## src/rtl/i2c_req_sched_if.sv

```systemverilog
// Scheduler-to-I2C-core bus: transaction setup, write-byte stream, read-byte return and status.
`timescale 1ns/1ps
interface i2c_req_sched_if;
  logic        i2c_ready;
  logic [7:0]  tx_apb_addr;
  logic [7:0]  tx_apb_data_cnt;
  logic [15:0] tx_ctrl;
  logic [7:0]  tx_apb_data;
  logic        tx_data_en;
  logic        core_byte_req;
  logic [7:0]  rx_apb_data;
  logic        core_rx_valid;
  logic [7:0]  status;

  modport master (
    input  i2c_ready, core_byte_req, rx_apb_data, core_rx_valid, status,
    output tx_apb_addr, tx_apb_data_cnt, tx_ctrl, tx_apb_data, tx_data_en
  );

  modport slave (
    output i2c_ready, core_byte_req, rx_apb_data, core_rx_valid, status,
    input  tx_apb_addr, tx_apb_data_cnt, tx_ctrl, tx_apb_data, tx_data_en
  );
endinterface

```

## src/rtl/i2c_req_sched.sv

```systemverilog
// Grants one of NUM_REQ requesters the I2C core and runs one full transaction per grant.
// Define I2C_SCHED_FIXED_PRIO_EN for fixed lowest-index priority instead of round-robin.
`timescale 1ns/1ps
module i2c_req_sched #(
  parameter int          NUM_REQ   = 4,
  parameter logic [19:0] TO_CYCLES = 20'hFFFFF
) (
  input  logic                 clk,
  input  logic                 rst,
  input  logic [NUM_REQ-1:0]   req_valid,
  input  logic [NUM_REQ*7-1:0] req_addr,
  input  logic [NUM_REQ-1:0]   req_rw,
  input  logic [NUM_REQ*8-1:0] req_cnt,
  input  logic [NUM_REQ*8-1:0] req_wdata,
  output logic [NUM_REQ-1:0]   req_wpop,
  output logic [7:0]           req_rdata,
  output logic [NUM_REQ-1:0]   req_rvalid,
  output logic [NUM_REQ-1:0]   req_done,
  output logic [1:0]           req_err,
  output logic [NUM_REQ-1:0]   gnt,
  i2c_req_sched_if.master      core
);
  localparam int IDX_W = $clog2(NUM_REQ);
  localparam logic [NUM_REQ-1:0] GNT_ONE = {{(NUM_REQ-1){1'b0}}, 1'b1};

  typedef enum logic [2:0] {
    IDLE   = 3'd0,
    ARB    = 3'd1,
    LOAD   = 3'd2,
    START  = 3'd3,
    XFER   = 3'd4,
    FINISH = 3'd5
  } state_t;

  state_t             state_r, state_nxt_s;
  logic [IDX_W-1:0]   gidx_r, win_idx_s, cand_s;
  logic               win_found_s;
  logic               rw_r;
  logic [7:0]         rem_r;
  logic [19:0]        to_cnt_r;
  logic [6:0]         sel_addr_s;
  logic               sel_rw_s;
  logic [7:0]         sel_cnt_s, sel_wdata_s;
  logic               fin_nack_s, fin_to_s, wr_evt_s, rd_evt_s;
  logic               status_unused_s;
`ifndef I2C_SCHED_FIXED_PRIO_EN
  logic [IDX_W-1:0]   ptr_r;
`endif

  assign status_unused_s = ^core.status[7:2];

  // Pick the winning requester for this ARB cycle.
  always_comb begin
    win_found_s = 1'b0;
    win_idx_s   = {IDX_W{1'b0}};
    cand_s      = {IDX_W{1'b0}};
`ifdef I2C_SCHED_FIXED_PRIO_EN
    for (int k = 0; k < NUM_REQ; k++) begin
      cand_s = IDX_W'(k);
`else
    // Search begins one past the last winner so every requester gets a turn.
    for (int k = 1; k <= NUM_REQ; k++) begin
      cand_s = IDX_W'((int'(ptr_r) + k) % NUM_REQ);
`endif
      if (req_valid[cand_s] && !win_found_s) begin
        win_found_s = 1'b1;
        win_idx_s   = cand_s;
      end else begin
        win_found_s = win_found_s;
      end
    end
  end

  // Fields of the granted requester.
  always_comb begin
    sel_addr_s  = 7'd0;
    sel_rw_s    = 1'b0;
    sel_cnt_s   = 8'd0;
    sel_wdata_s = 8'd0;
    for (int k = 0; k < NUM_REQ; k++) begin
      if (gidx_r == IDX_W'(k)) begin
        sel_addr_s  = req_addr[k*7 +: 7];
        sel_rw_s    = req_rw[k];
        sel_cnt_s   = req_cnt[k*8 +: 8];
        sel_wdata_s = req_wdata[k*8 +: 8];
      end else begin
        sel_addr_s  = sel_addr_s;
      end
    end
  end

  // Next state, close-out reason and byte events.
  always_comb begin
    state_nxt_s = state_r;
    fin_nack_s  = 1'b0;
    fin_to_s    = 1'b0;
    wr_evt_s    = 1'b0;
    rd_evt_s    = 1'b0;
    case (state_r)
      IDLE: begin
        if ((|req_valid) && core.i2c_ready) state_nxt_s = ARB;
        else                                state_nxt_s = IDLE;
      end
      ARB: begin
        if (win_found_s) state_nxt_s = LOAD;
        else             state_nxt_s = IDLE;
      end
      LOAD:  state_nxt_s = START;
      START: state_nxt_s = XFER;
      XFER: begin
        // Only the event matching the transfer direction is served.
        wr_evt_s = core.core_byte_req && !rw_r && (rem_r != 8'd0);
        rd_evt_s = core.core_rx_valid && rw_r && (rem_r != 8'd0);
        if (core.status[0] || core.status[1]) begin
          state_nxt_s = FINISH;
          fin_nack_s  = core.status[0];
        end else if (to_cnt_r == TO_CYCLES - 20'd1) begin
          state_nxt_s = FINISH;
          fin_to_s    = 1'b1;
        end else begin
          state_nxt_s = XFER;
        end
      end
      FINISH:  state_nxt_s = IDLE;
      default: state_nxt_s = IDLE;
    endcase
  end

  // State register.
  always_ff @(posedge clk) begin
    if (rst) state_r <= IDLE;
    else     state_r <= state_nxt_s;
  end

  // Registered outputs, grant, counters.
  always_ff @(posedge clk) begin
    if (rst) begin
      gnt                  <= {NUM_REQ{1'b0}};
      gidx_r               <= {IDX_W{1'b0}};
`ifndef I2C_SCHED_FIXED_PRIO_EN
      ptr_r                <= {IDX_W{1'b0}};
`endif
      req_wpop             <= {NUM_REQ{1'b0}};
      req_rvalid           <= {NUM_REQ{1'b0}};
      req_done             <= {NUM_REQ{1'b0}};
      req_rdata            <= 8'd0;
      req_err              <= 2'b00;
      rw_r                 <= 1'b0;
      rem_r                <= 8'd0;
      to_cnt_r             <= 20'd0;
      core.tx_apb_addr     <= 8'd0;
      core.tx_apb_data_cnt <= 8'd0;
      core.tx_ctrl         <= 16'd0;
      core.tx_apb_data     <= 8'd0;
      core.tx_data_en      <= 1'b0;
    end else begin
      req_wpop        <= {NUM_REQ{1'b0}};
      req_rvalid      <= {NUM_REQ{1'b0}};
      req_done        <= {NUM_REQ{1'b0}};
      core.tx_data_en <= 1'b0;
      case (state_r)
        ARB: begin
          if (win_found_s) begin
            gnt    <= GNT_ONE << win_idx_s;
            gidx_r <= win_idx_s;
`ifndef I2C_SCHED_FIXED_PRIO_EN
            ptr_r  <= win_idx_s;
`endif
          end else begin
            gnt    <= {NUM_REQ{1'b0}};
          end
        end
        LOAD: begin
          core.tx_apb_addr     <= {sel_addr_s, sel_rw_s};
          core.tx_apb_data_cnt <= sel_cnt_s;
          core.tx_ctrl         <= {14'd0, sel_rw_s, 1'b1};
          rw_r                 <= sel_rw_s;
          rem_r                <= sel_cnt_s;
          to_cnt_r             <= 20'd0;
        end
        START: begin
          core.tx_ctrl[0] <= 1'b0;
          to_cnt_r        <= to_cnt_r + 20'd1;
        end
        XFER: begin
          to_cnt_r <= to_cnt_r + 20'd1;
          if (wr_evt_s) begin
            core.tx_apb_data <= sel_wdata_s;
            core.tx_data_en  <= 1'b1;
            req_wpop         <= gnt;
            rem_r            <= rem_r - 8'd1;
          end
          if (rd_evt_s) begin
            req_rdata  <= core.rx_apb_data;
            req_rvalid <= gnt;
            rem_r      <= rem_r - 8'd1;
          end
          if (state_nxt_s == FINISH) begin
            req_done     <= gnt;
            req_err      <= {fin_to_s, fin_nack_s};
            gnt          <= {NUM_REQ{1'b0}};
            core.tx_ctrl <= 16'd0;
          end
        end
        FINISH:  req_err <= 2'b00;
        default: req_err <= req_err;
      endcase
    end
  end
endmodule

```

## src/flat_wrapper.sv

```systemverilog
// flat-port wrapper written by rule: the top's interface ports become plain ports
module i2c_req_sched_flat 
#(
  parameter int          NUM_REQ   = 4,
  parameter logic [19:0] TO_CYCLES = 20'hFFFFF
)
  (clk, rst, req_valid, req_addr, req_rw, req_cnt, req_wdata, req_wpop, req_rdata, req_rvalid, req_done, req_err, gnt, core_i2c_ready, core_core_byte_req, core_rx_apb_data, core_core_rx_valid, core_status, core_tx_apb_addr, core_tx_apb_data_cnt, core_tx_ctrl, core_tx_apb_data, core_tx_data_en);
  i2c_req_sched_if core_i ();
  input  logic clk;
  input  logic rst;
  input  logic [NUM_REQ-1:0] req_valid;
  input  logic [NUM_REQ*7-1:0] req_addr;
  input  logic [NUM_REQ-1:0] req_rw;
  input  logic [NUM_REQ*8-1:0] req_cnt;
  input  logic [NUM_REQ*8-1:0] req_wdata;
  output logic [NUM_REQ-1:0] req_wpop;
  output logic [7:0] req_rdata;
  output logic [NUM_REQ-1:0] req_rvalid;
  output logic [NUM_REQ-1:0] req_done;
  output logic [1:0] req_err;
  output logic [NUM_REQ-1:0] gnt;
  input wire logic [$bits(core_i.i2c_ready)-1:0] core_i2c_ready;
  input wire logic [$bits(core_i.core_byte_req)-1:0] core_core_byte_req;
  input wire logic [$bits(core_i.rx_apb_data)-1:0] core_rx_apb_data;
  input wire logic [$bits(core_i.core_rx_valid)-1:0] core_core_rx_valid;
  input wire logic [$bits(core_i.status)-1:0] core_status;
  output wire logic [$bits(core_i.tx_apb_addr)-1:0] core_tx_apb_addr;
  output wire logic [$bits(core_i.tx_apb_data_cnt)-1:0] core_tx_apb_data_cnt;
  output wire logic [$bits(core_i.tx_ctrl)-1:0] core_tx_ctrl;
  output wire logic [$bits(core_i.tx_apb_data)-1:0] core_tx_apb_data;
  output wire logic [$bits(core_i.tx_data_en)-1:0] core_tx_data_en;
  assign core_i.i2c_ready = core_i2c_ready;
  assign core_i.core_byte_req = core_core_byte_req;
  assign core_i.rx_apb_data = core_rx_apb_data;
  assign core_i.core_rx_valid = core_core_rx_valid;
  assign core_i.status = core_status;
  assign core_tx_apb_addr = core_i.tx_apb_addr;
  assign core_tx_apb_data_cnt = core_i.tx_apb_data_cnt;
  assign core_tx_ctrl = core_i.tx_ctrl;
  assign core_tx_apb_data = core_i.tx_apb_data;
  assign core_tx_data_en = core_i.tx_data_en;
  i2c_req_sched #(.NUM_REQ(NUM_REQ), .TO_CYCLES(TO_CYCLES)) u_core (.clk(clk), .rst(rst), .req_valid(req_valid), .req_addr(req_addr), .req_rw(req_rw), .req_cnt(req_cnt), .req_wdata(req_wdata), .req_wpop(req_wpop), .req_rdata(req_rdata), .req_rvalid(req_rvalid), .req_done(req_done), .req_err(req_err), .gnt(gnt), .core(core_i));
endmodule
```

## config.mk

```make
export PLATFORM = sky130hd
export DESIGN_NAME = i2c_req_sched_flat
export DESIGN_NICKNAME = d
export VERILOG_FILES = /design/src/rtl/i2c_req_sched_if.sv /design/src/rtl/i2c_req_sched.sv /design/src/flat_wrapper.sv
export SDC_FILE = /design/constraint.sdc
export NUM_CORES = 1
export LEC_CHECK = 0
export BUFFER_PORTS_ARGS = -buffer_cell sky130_fd_sc_hd__buf_2
export CAP_MARGIN = 20
export CORE_MARGIN = 1.5
export CORE_UTILIZATION = 30
export DETAILED_ROUTE_END_ITERATION = 10
export GPL_ROUTABILITY_DRIVEN = 0
export PLACE_DENSITY = 0.54
export SLEW_MARGIN = 40
export SYNTH_ARGS = -nofsm -noshare
export SYNTH_HDL_FRONTEND = slang
export SYNTH_SLANG_ARGS = --single-unit
export TNS_END_PERCENT = 100
```

## constraint.sdc

```tcl
create_clock -name clk -period 7.45 [get_ports clk]
set_input_delay 0 -clock clk [delete_from_list [all_inputs] [get_ports clk]]
set_output_delay 0 -clock clk [all_outputs]
set_load 0.005 [all_outputs]
```

After elaboration in Yosys (flattened, before gate mapping)
Cells that the tools add are included.

Add/subtract/negate cells: 6. $lt $le $gt $ge: 4. Equality and inequality tests: 12. Shifts and indexed selects: 1. Muxes and demuxes: 55. Bitwise logic cells: 4. Reduce and logical (&&, ||, !) cells: 35.

Operators by type and width (number): two-way mux 8 bit (10); case mux 20 bit (2 select lines) (1); case mux 15 bit (2 select lines) (1); two-way mux 7 bit (4); adder 20 x 1 -> 20 bit (second input constant) (1); == test 20 bit (second input constant) (1); two-way mux 1 bit (20); two-way mux 16 bit (1); case mux 8 bit (2 select lines) (1); AND reduction 2 bit (8); case mux 3 bit (5 select lines) (1); < comparator 2 x 3 -> 1 bit (second input constant) (4); two-way mux 2 bit (6); == test 3 bit (second input constant) (3); OR reduction 3 bit (3); binary-select mux 1 bit (select 2 bit) (4); logical AND 1 bit (8); two-way mux 4 bit (2); case mux 4 bit (2 select lines) (1); nonzero test 2 bit (4); nonzero test 8 bit (1); subtractor 8 x 1 -> 8 bit (second input constant) (1); == test 3 x 2 -> 1 bit (second input constant) (2); adder 2 x 1 -> 2 bit (second input constant) (2); 18 further kinds (27).

Flip-flop bits (word level): 101. Bits of input ports: 121. Word-level logic and storage cells: 134.

Logic depth before layout (Yosys ltp)
Gate-level depths: netlist of the first run.

Depth after elaboration: 18. Mapped depth: 9. Mapped depth without buffers: 7.

Least setup slack after synthesis of the first run
OpenSTA, ideal clock, no wires.

Kind: register to register. From: reg u_core.ptr_r[0]. To: reg u_core.gnt[2]. Arrival: 2.526 ns. Required time: 7.358 ns. Path slack: 4.832 ns. Cell stages (with the launch flop): 10. Path buffers: 2. Path through: dfxtp_1 -> buf_2 -> inv_1 -> ha_1 -> clkbuf_1 -> mux4_2 -> inv_1 -> nor3_1 -> o32a_1 -> o32ai_1.

Cells in the longest elaborated chain, start to end: 18. Elaborated cells between the ends (all ways): 34.

RTL lines: from (decl) (line i2c_req_sched.sv:47) `logic [IDX_W-1:0] ptr_r;`; from (signal assigned) (line i2c_req_sched.sv:141) `ptr_r <= {IDX_W{1'b0}};`; from (signal assigned) (line i2c_req_sched.sv:167) `ptr_r <= win_idx_s;`; adder 2 x 1 -> 2 bit (line i2c_req_sched.sv:63) `cand_s = IDX_W'((int'(ptr_r) + k) % NUM_REQ);`; binary-select mux 1 bit (select 2 bit) (line i2c_req_sched.sv:65) `if (req_valid[cand_s] && !win_found_s) begin`; two-way mux 1 bit (not written as such) (line i2c_req_sched.sv:65); two-way mux 1 bit (line i2c_req_sched.sv:65); zero test 1 bit (line i2c_req_sched.sv:65); logical AND 1 bit (line i2c_req_sched.sv:65); two-way mux 1 bit (line i2c_req_sched.sv:65); zero test 1 bit (line i2c_req_sched.sv:65); (+2 left out); zero test 1 bit (line i2c_req_sched.sv:65); logical AND 1 bit (line i2c_req_sched.sv:65); two-way mux 1 bit (line i2c_req_sched.sv:65); two-way mux 2 bit (line i2c_req_sched.sv:105) `if (win_found_s) state_nxt_s = LOAD;`; case mux 3 bit (5 select lines) (line i2c_req_sched.sv:99) `case (state_r)`; == test 3 bit (line i2c_req_sched.sv:198) `if (state_nxt_s == FINISH) begin`; inequality test 2 x 1 -> 1 bit (no source line); AND reduction 2 bit (no source line); to (signal assigned) (line i2c_req_sched.sv:138) `gnt <= {NUM_REQ{1'b0}};`; to (signal assigned) (line i2c_req_sched.sv:164) `gnt <= GNT_ONE << win_idx_s;`; to (signal assigned) (line i2c_req_sched.sv:201) `gnt <= {NUM_REQ{1'b0}};`; to (decl) (line i2c_req_sched.sv:20) `output logic [NUM_REQ-1:0] gnt,`.

Several ways; a longest one is shown, not always the timed one. The select of a mux whose other input is x is not followed. A chain may end at the register's enable or synchronous reset.

Worst setup path in the final report of the first run
From: reg u_core.ptr_r[0]. To: reg u_core.ptr_r[1].

Cells in the longest elaborated chain, start to end: 14. Elaborated cells between the ends (all ways): 27.

RTL lines (line): adder 2 x 1 -> 2 bit (i2c_req_sched.sv:63); binary-select mux 1 bit (select 2 bit) (i2c_req_sched.sv:65); two-way mux 1 bit (not written as such) (i2c_req_sched.sv:65); two-way mux 1 bit (i2c_req_sched.sv:65); zero test 1 bit (i2c_req_sched.sv:65); logical AND 1 bit (i2c_req_sched.sv:65); two-way mux 1 bit (i2c_req_sched.sv:65); zero test 1 bit (i2c_req_sched.sv:65); logical AND 1 bit (i2c_req_sched.sv:65); two-way mux 1 bit (i2c_req_sched.sv:65); zero test 1 bit (i2c_req_sched.sv:65); logical AND 1 bit (i2c_req_sched.sv:65); two-way mux 1 bit (i2c_req_sched.sv:65); AND reduction 2 bit (no source line).

Several ways; a longest one is shown, not always the timed one. The select of a mux whose other input is x is not followed.

==> impl_metrics.json, run 1 <==
{
  "status": "complete, no violations",
  "cts_buffers": 9,
  "layout-drive-gt1-share_pct": 29.0,
  "cts.reportedPaths.clkPinSlew_ns": 0.07,
  "core_sq_um": 15100,
  "drc_errors": 0,
  "dp_hpwl_mm": 9.85,
  "hold_viol": 0,
  "post-place-ws_ns": 4.40,
  "row_count": 45,
  "insertion_delay_ns": 0.34,
  "cts_max_level": 3,
  "vias_per_cell": 5.27,
  "overflow": 0,
  "seq_area_frac_synth_pct": 37.3,
  "clockBufferDepth": 2,
  "synthCells": 555,
  "initial_core_util_pct": 30.5,
  "io_buffers": 167,
  "grt_pass1_wl_mm": 21.5,
  "syn_avg_cell_area_sq_um": 8.33,
  "drt_iter0_drc": 280,
  "fillCellCount": 1538,
  "slew_headroom_pct": 55.7,
  "async_flop_share_pct": 0,
  "dr.pass1.iters": 5,
  "cp.required_ns": 7.71,
  "path_cells": "inv_1, ha_1, mux4_2, nor4_1, nor2_1, a211oi_1",
  "drv_cap": 0,
  "post_dp_cell_area_sq_um": 5500,
  "period_minus_slack_ns": 3.07,
  "clock_skew_ns": 0.00696,
  "regArea_sq_um": 1720,
  "crit_type": "register to register",
  "grt_setup_unrepaired": "false",
  "fin_util_pct": 39.4,
  "worstHoldPathType": "input pin to register",
  "synth_warnings": 0,
  "die_area_sq_um": 16200,
  "fmax_ghz": 0.326,
  "cts.sinks": 86,
  "grt_max_degree": 78,
  "grt_pass1_vias": 4391,
  "ys_top_cells_by_area": "dfxtp_1 37%, nor2_1 6.3%, a221oi_1 4.9%",
  "multi_input_area_sq_um": 2630,
  "crit_path_end_kind": "register",
  "avgRoutedWirePerCell_um": 14.7,
  "crit_path_max_fanout": 14,
  "tightest_slew_ns": 0.662,
  "leakagePower_nw": 2.45,
  "fin_setup_tns_ns": 0,
  "vias": 4781,
  "cp_slowest_cell": "dfxtp_1",
  "syn_to_final_growth_pct": 29.1,
  "yosysTopAreaCell": "dfxtp_1",
  "die_y_um": 127,
  "cp_slowest_stage_delay_ns": 0.68,
  "slew_violations": 0,
  "synth_cell_type_count": 61,
  "start_kind": "register",
  "diodes": 0,
  "fin_ws_ns": 4.38,
  "ys.flop_type": "dfxtp_1",
  "final_antenna_net_count": 0,
  "clockRootBuffer": "clkbuf_16",
  "synth-seq-cells": 86,
  "irDropWorstVdd_v": 0.000107,
  "setup_violations": 0,
  "ios": 188,
  "netlist_area_sq_um": 4620,
  "fin_hold_ws_ns": 0.00130,
  "nNetsFinal": 844,
  "post-route-cell-area_sq_um": 5960,
  "arrival_ns": 3.32,
  "finalCritPeriodShare_pct": 41.2,
  "synth_edf_count": 0,
  "cts_resized": 0,
  "synth_top_area_share_pct": 37.3,
  "drt-total-wl_mm": 13.3,
  "cts_tree": "yes",
  "power_per_cell_area_nw_per_um2": 217,
  "grt_antenna_before_repair": 0,
  "postCtsSetupBuffers": 0,
  "die_w_um": 127,
  "grt_use_total_pct": 16.5
}
==> synthesized netlist by cell type (all sizes together) (13+ instances only) <==
master  instances
dfxtp          86
nor2           78
a21oi          34
nor3           31
clkbuf         30
nand2          30
nor2b          30
a211oi         28
a221oi         26
buf            23
nand3          18
o21ai          13
==> logic make-up after synthesis <==
family	after synthesis	share of synthesized area [%]
other	1	0.0812
AO/OA/AOI/OAI	146	23.2
XOR/XNOR	1	0.190
buffers and inverters	63	6.99
multiplexers	20	5.58
AND/OR/NAND/NOR	230	24.6
flip-flops	86	37.3
adder cells (fa/ha/maj)	8	2.17
==> layer usage <==
layer / wire length [um] / global-route usage (%) / vias to the layer above
met5: 0 / 0 / -
met4: 267 / 6.95 / 0
met3: 619 / 2.89 / 21
met2: 6580 / 28.3 / 146
met1: 5880 / 20.5 / 2265
li1: - / - / 2349
==> stage by stage <==
| step | power (mW) | std cells |
|---|---|---|
| CTS | 1.31 | 908 |
| finish | 1.30 | 908 |
| detailed placement | 0.860 | 876 |
| global placement | 0.854 | 876 |
| floorplan | 0.756 | 568 |
| global route | 1.37 | 908 |
==> cells in the final DEF (no fill, tap or decap), types with 7 or more instances in the layout <==
master         netlist  final
nor2b_1             30     30
buf_2                3    167
nor2_1              78     77
nand3_1             18     18
mux2i_1             10     10
inv_1               10     10
nor3_1              31     31
dlygate4sd3_1        0     16
dfxtp_1             86     86
conb_1               1     14
nand2_1             30     30
clkbuf_16            0      9
a21oi_1             34     34
o32ai_1              7      7
ha_1                 8      7
nand2b_1            10      9
o21ai_0             13     13
a221oi_1            26     26
a211oi_1            28     28
==> registers in the layout (all words and copies together) (netlist names) <==
| register | flops |
|---|---|
| u_core.to_cnt_r | 20 |
| u_core.core.tx_apb_addr | 8 |
| u_core.core.tx_apb_data | 8 |
| u_core.core.tx_apb_data_cnt | 8 |
| u_core.rem_r | 8 |
| u_core.req_rdata | 8 |
| u_core.gnt | 4 |
| u_core.req_done | 4 |
| u_core.req_rvalid | 4 |
| u_core.req_wpop | 4 |
| u_core.state_r | 3 |
| u_core.core.tx_ctrl | 2 |
| u_core.ptr_r | 2 |
| u_core.req_err | 2 |
| u_core.core.tx_data_en | 1 |
==> worst max-delay path, delay by kind of cell (launching register included) <==
kind                       cells  cell delay (ns)
AOI/OAI and AO/OA              1             0.27
adders and majority gates      1             0.48
buffers and inverters          1             0.18
DFF                            1             0.68
muxes                          1             0.60
and+or+nand+nor                2             0.78
==> path summary, 6_finish.rpt <==
kind,end,start,slack (ns),depth (start not counted)
setup / recovery,u_core.ptr_r[1],u_core.ptr_r[0],4.38,6
hold / removal,u_core.core.tx_apb_addr[6],req_addr[26],0.001,3
setup reg to reg,u_core.ptr_r[1],u_core.ptr_r[0],4.38,6
hold reg to reg,u_core.core.tx_apb_data_cnt[0],u_core.core.tx_apb_data_cnt[0],0.47,2
==> power breakdown <==
part | internal [mW] | switching [mW]
Combinational | 0.156 | 0.196
Sequential | 0.483 | 0.0229
Clock | 0.241 | 0.197
Total | 0.880 | 0.415
==> area by class of cell <==
type / count / share of cell area [%]
multi-input combinational: 419 / 44.1
sequential: 86 / 28.9
timing repair buffer: 189 / 17.5
clock buffer: 10 / 4.01
tap: 188 / 3.94
clock inverter: 6 / 0.902
inverter: 10 / 0.629
==> timing repair <==
action | in CTS | in global routing
setup endpoints to repair | 0 | 0
hold buffers | 16 | 0
endpoints found under the hold margin | 16 | 0
No activity file was read; power rests on OpenSTA's default activity.
==> inputs of run 2 (changes only) <==
--- a/config.mk
+++ b/config.mk
@@ -5,13 +5,14 @@
 export SDC_FILE = /design/constraint.sdc
 export NUM_CORES = 1
 export LEC_CHECK = 0
+export ABC_AREA = 1
 export BUFFER_PORTS_ARGS = -buffer_cell sky130_fd_sc_hd__buf_2
 export CAP_MARGIN = 20
 export CORE_MARGIN = 1.5
 export CORE_UTILIZATION = 30
 export DETAILED_ROUTE_END_ITERATION = 10
 export GPL_ROUTABILITY_DRIVEN = 0
-export PLACE_DENSITY = 0.54
+export PLACE_DENSITY = 0.56
 export SLEW_MARGIN = 40
 export SYNTH_ARGS = -nofsm -noshare
 export SYNTH_HDL_FRONTEND = slang
==> constraint.sdc (replaced) <==
create_clock -name clk -period 2.8 [get_ports clk]
set_input_delay 0 -clock clk [delete_from_list [all_inputs] [get_ports clk]]
set_output_delay 0 -clock clk [all_outputs]
set_load 0.005 [all_outputs]
==> run 2 against run 1 <==
Compared with the run above: synthesized cell count is 21% higher; non-clock buffer count up 21; wire length rose by 5.4%; highest routed layer unchanged.
==> impl_metrics.json, run 2 <==
{
  "setup_violations": 0,
  "r2r_cells": 7,
  "layout-drive-gt1-share_pct": 24.7,
  "die_y_um": 128,
  "slew_violations": 0,
  "drt_iter0_drc": 293,
  "drc_errors": 0,
  "rr_startpoint": "u_core.ptr_r[1]",
  "synth-seq-cells": 86,
  "grt_setup_unrepaired": "false",
  "yosysTopAreaCell": "dfxtp_1",
  "dp.cells": 1002,
  "initial_core_util_pct": 30.8,
  "fmax_ghz": 0.388,
  "final_cell_mix": "167 x buf_2, 130 x nand2_1, 86 x dfxtp_1",
  "cts_max_level": 3,
  "startpoint": "u_core.ptr_r[1]",
  "fin_cells": 1049,
  "avgRoutedWirePerCell_um": 13.4,
  "clockBufferDepth": 2,
  "cts_buffers": 9,
  "final_antenna_net_count": 0,
  "grt_pass1_vias": 4750,
  "vias_per_cell": 4.79,
  "finalCritPeriodShare_pct": 92.0,
  "largest_reg_flops": 20,
  "status": "complete, no violations",
  "r2r_slack_ns": 0.23,
  "power_per_cell_area_nw_per_um2": 561,
  "synthXorXnorAreaFrac_pct": 0.747,
  "crit_path_end_kind": "register",
  "fin_setup_tns_ns": 0,
  "dp_hpwl_mm": 10.2,
  "drv_cap": 0,
  "die_area_sq_um": 16400,
  "diodes": 0,
  "arrival_ns": 2.86,
  "die_w_um": 128,
  "synthCells": 671,
  "max_flop_register": "u_core.to_cnt_r",
  "synth_compound_area_share_pct": 25.0,
  "yosys.area_share.simple_pct": 23.4,
  "synth_fa_ha_area_share_pct": 2.14,
  "tightest_slew_ns": 0.576,
  "fin_util_pct": 40.9,
  "synthTopCellsByCount": "130 x nand2_1, 86 x dfxtp_1, 75 x nor2_1",
  "final_common_cell": "buf_2",
  "ys_top_cells_by_area": "dfxtp_1 37%, nand2_1 10%, a21oi_1 7.0%",
  "vias": 5022,
  "worstHoldPathType": "input pin to register",
  "synthMostInstantiatedCell": "nand2_1",
  "io_buffers": 167,
  "irDropWorstVdd_v": 0.000309,
  "post_dp_cell_area_sq_um": 5620,
  "synthMuxAreaShare_pct": 0.214,
  "nNetsFinal": 985,
  "cts_tree": "yes",
  "insertion_delay_ns": 0.34,
  "row_count": 45,
  "overflow": 0,
  "syn_to_final_growth_pct": 32.8,
  "grt_max_degree": 33,
  "syn_avg_cell_area_sq_um": 6.99,
  "crit_path_max_fanout": 17,
  "clock_skew_ns": 0.00570,
  "seq_area_frac_synth_pct": 36.7,
  "post-place-ws_ns": 0.523,
  "ys.flop_type": "dfxtp_1",
  "netlist_area_sq_um": 4690,
  "grt_antenna_before_repair": 0,
  "async_flop_share_pct": 0,
  "synth_cell_type_count": 47,
  "hold_viol": 0,
  "period_minus_slack_ns": 2.57,
  "crit_end": "u_core.core.tx_apb_addr[5]",
  "cts.reportedPaths.clkPinSlew_ns": 0.07,
  "synth_top_family_by_area": "compound AO/OA/AOI/OAI gates",
  "drt-total-wl_mm": 14.1,
  "synth_top_area_share_pct": 36.7,
  "cp.required_ns": 3.09,
  "cts_resized": 0,
  "fin_ws_ns": 0.225,
  "synth_warnings": 0,
  "grt_use_total_pct": 17.3,
  "cts.sinks": 86,
  "crit_type": "register to register",
  "core_sq_um": 15200,
  "ios": 188,
  "slew_headroom_pct": 61.6,
  "reg2reg_to": "u_core.core.tx_apb_addr[5]",
  "grt_pass1_wl_mm": 22.6,
  "synth_edf_count": 0,
  "worstHoldStart": "req_addr[20]",
  "post-route-cell-area_sq_um": 6220,
  "leakagePower_nw": 2.89,
  "clockRootBuffer": "clkbuf_16",
  "dr.pass1.iters": 4,
  "start_kind": "register"
}
[run 2: power breakdown]
part	switching [mW]	internal, mW	total, mW
Clock	0.563	0.625	1.19
Sequential	0.0483	1.29	1.34
Combinational	0.579	0.391	0.970
[run 2: per-stage QoR]
stage	hold slack, ns	power [mW]
detailed placement	0.263	2.30
floorplan	0.164	2.01
finish	0.00488	3.50
global route	0.00715	3.72
CTS	0.000620	3.54
global placement	0.261	2.30
[run 2: worst min-delay path by stage]
stage | end | slack, ns | cells after the start
finish | u_core.core.tx_apb_addr[7] | 0.005 | 3
global route | u_core.core.tx_apb_addr[7] | 0.007 | 3
CTS | u_core.core.tx_apb_data_cnt[7] | 0.0006 | 5
detailed placement | u_core.req_rdata[1] | 0.26 | 3
global placement | u_core.req_rdata[5] | 0.26 | 3
floorplan | u_core.req_err[0] | 0.16 | 2
[run 2: worst max-delay path, cell delays in order, from the launching register on]
cell	delay, ns
dfxtp_1	0.46
inv_1	0.17
ha_1	0.42
nor2_4	0.44
a221o_1	0.22
o211ai_1	0.10
a21oi_1	0.14
dlygate4sd3_1	0.56
[run 2: logic make-up after synthesis]
logic type | after synthesis
adder cells (fa/ha/maj) | 8
buffers and inverters | 121
multiplexers | 1
AND/OR/NAND/NOR | 257
XOR/XNOR | 4
other | 1
flip-flops | 86
AO/OA/AOI/OAI | 193
[run 2: per-layer routing]
layer / GRT usage (%) / up-vias / part of all wire [%] / routed length, um
met5: 0 / - / 0 / 0
met4: 4.63 / 0 / 1.2 / 170
met3: 4.88 / 16 / 6.1 / 862
met2: 30.8 / 139 / 49 / 6870
met1: 20.3 / 2262 / 44 / 6160
li1: - / 2605 / - / -
[run 2: repair_timing]
item,in CTS,in global routing
setup buffers,0,0
hold buffers,31,0
hold endpoints to repair,26,0
[run 2: area by class of cell]
class	count	area, sq um
clock buffers	9	225
well taps	188	235
inverters	72	277
flip-flops and latches	86	1720
clock inverters	7	66.3
repair buffers	210	1240
multi-input cells	477	2460
fillers	1624	8980
==> inputs of run 3 (changes only) <==
--- a/config.mk
+++ b/config.mk
@@ -12,7 +12,9 @@
 export CORE_UTILIZATION = 30
 export DETAILED_ROUTE_END_ITERATION = 10
 export GPL_ROUTABILITY_DRIVEN = 0
+export GPL_TIMING_DRIVEN = 0
 export PLACE_DENSITY = 0.56
+export SKIP_LAST_GASP = 1
 export SLEW_MARGIN = 40
 export SYNTH_ARGS = -nofsm -noshare
 export SYNTH_HDL_FRONTEND = slang
==> constraint.sdc (replaced) <==
create_clock -name clk -period 2.8 [get_ports clk]
set_input_delay 0.42 -clock clk [delete_from_list [all_inputs] [get_ports clk]]
set_output_delay 0.42 -clock clk [all_outputs]
set_load 0.005 [all_outputs]
==> run 3 against run 2 <==
Compared with the run above: sequential share of layout area is 0.52 points higher; hold slack gained 0.32 ns; clock skew is 0.0013 ns higher; via count down 0.54%; critical path type unchanged; largest cell class unchanged.
==> impl_metrics.json, run 3 (synthesized netlist as in run 2, its figures left out) <==
{
  "hold_buffers": 0,
  "insertion_delay_ns": 0.35,
  "cts_max_level": 3,
  "leakagePower_nw": 2.86,
  "hold_viol": 0,
  "initial_core_util_pct": 30.8,
  "worstHoldPathType": "input pin to register",
  "die_y_um": 128,
  "grt_setup_unrepaired": "false",
  "drc_errors": 0,
  "cts.sinks": 86,
  "period_minus_slack_ns": 2.28,
  "cts_tree": "yes",
  "fmax_ghz": 0.438,
  "core_sq_um": 15200,
  "dp_hpwl_mm": 11.5,
  "cp.required_ns": 3.07,
  "crit_type": "register to register",
  "drv_cap": 0,
  "whs_path_depth": 3,
  "arrival_ns": 2.56,
  "r2r_cells": 9,
  "diodes": 0,
  "grt_max_degree": 16,
  "syn_to_final_growth_pct": 30.4,
  "cts_buffers": 9,
  "tightest_slew_ns": 0.633,
  "largest_reg_flops": 20,
  "clock_skew_ns": 0.00700,
  "setup_violations": 0,
  "cts_resized": 0,
  "final_cell_mix": "178 x buf_2, 130 x nand2_1, 86 x dfxtp_1",
  "path_cells": "buf_6, inv_6, ha_1, inv_1, clkbuf_1, o21ai_0, o21ai_0, nand2_1, a21oi_1",
  "drt-total-wl_mm": 14.5,
  "final_antenna_net_count": 0,
  "ios": 188,
  "postCtsSetupBuffers": 0,
  "cts.reportedPaths.clkPinSlew_ns": 0.06,
  "nNetsFinal": 990,
  "crit_path_end_kind": "register",
  "overflow": 0,
  "die_area_sq_um": 16400,
  "crit_top_cell": "o21ai_0",
  "crit_path_max_fanout": 11,
  "die_w_um": 128,
  "finalCritPeriodShare_pct": 81.6,
  "fin_setup_tns_ns": 0,
  "slew_headroom_pct": 57.8,
  "cp_slowest_stage_delay_ns": 0.38,
  "grt_antenna_before_repair": 0,
  "vias_per_cell": 4.74,
  "drt_iter0_drc": 216,
  "slew_violations": 0,
  "clockRootBuffer": "clkbuf_16",
  "vias": 4995,
  "grt_pass1_wl_mm": 23.3,
  "layout-drive-gt1-share_pct": 26.6,
  "grt_use_total_pct": 18.0,
  "irDropWorstVdd_v": 0.000331,
  "power_mw": 3.54,
  "grt_pass1_vias": 4684,
  "fin_util_pct": 40.2,
  "max_flop_register": "u_core.to_cnt_r",
  "avgRoutedWirePerCell_um": 13.7,
  "status": "complete, no violations",
  "row_count": 45,
  "clockBufferDepth": 2,
  "start_kind": "register",
  "cp_slowest_cell": "clkbuf_1",
  "final_common_cell": "buf_2",
  "power_per_cell_area_nw_per_um2": 579,
  "dr.pass1.iters": 5,
  "io_buffers": 166
}
-- run 3: cell types whose count changed in the layout (fill, tap and decap cells not counted), moves of 3 or more --
cell	previous run	this run
clkbuf_1	0	17
buf_4	12	18
inv_8	3	0
dlygate4sd3_1	31	0
buf_2	167	178
-- run 3: power breakdown --
part / internal, mW / switching (mW)
clock network: 0.720 / 0.512
logic: 0.383 / 0.587
registers: 1.29 / 0.0475
-- run 3: area by class of cell --
cell class,instances,area [sq um]
multi-input combinational,477,2460
inverter,72,277
fill,1653,9090
clock inverter,6,70.1
timing repair buffer,166,831
sequential,86,1720
clock buffer,10,239
buffer,49,274
tap,188,235
-- run 3: worst max-delay path: cells and delay by family, from the launching register on --
| kind | cells | cell delay [ns] |
|---|---|---|
| compound gates | 3 | 0.60 |
| fa+ha+maj | 1 | 0.29 |
| buf+inv | 4 | 0.80 |
| flops | 1 | 0.37 |
| simple gates | 1 | 0.14 |
-- run 3: layer usage --
| metal | up-vias | share of wire [%] | GRT usage, % |
|---|---|---|---|
| li1 | 2612 | - | - |
| met3 | 16 | 6.7 | 5.13 |
| met2 | 142 | 46 | 30.6 |
| met4 | 0 | 1.6 | 5.22 |
| met5 | - | 0 | 0 |
| met1 | 2225 | 46 | 22.0 |
-- run 3: final timing paths --
| check | start | end | slack, ns |
|---|---|---|---|
| worst max-delay path | u_core.ptr_r[0] | u_core.core.tx_apb_addr[0] | 0.52 |
| worst min-delay path | core_rx_apb_data[6] | u_core.req_rdata[6] | 0.33 |
| worst max register to register | u_core.ptr_r[0] | u_core.core.tx_apb_addr[0] | 0.52 |
| worst min register to register | u_core.core.tx_ctrl[1] | u_core.core.tx_ctrl[1] | 0.46 |
-- run 3: metrics by stage --
stage	cell area [sq um]	setup slack, ns	hold WS (ns)	std cells
2_1_floorplan	4740	1.09	0.438	684
3_3_place_gp	5800	0.507	0.451	1038
3_5_place_dp	5800	0.536	0.455	1038
4_1_cts	6110	0.508	0.322	1054
5_1_grt	6110	0.253	0.354	1054
6_report	6110	0.516	0.327	1054
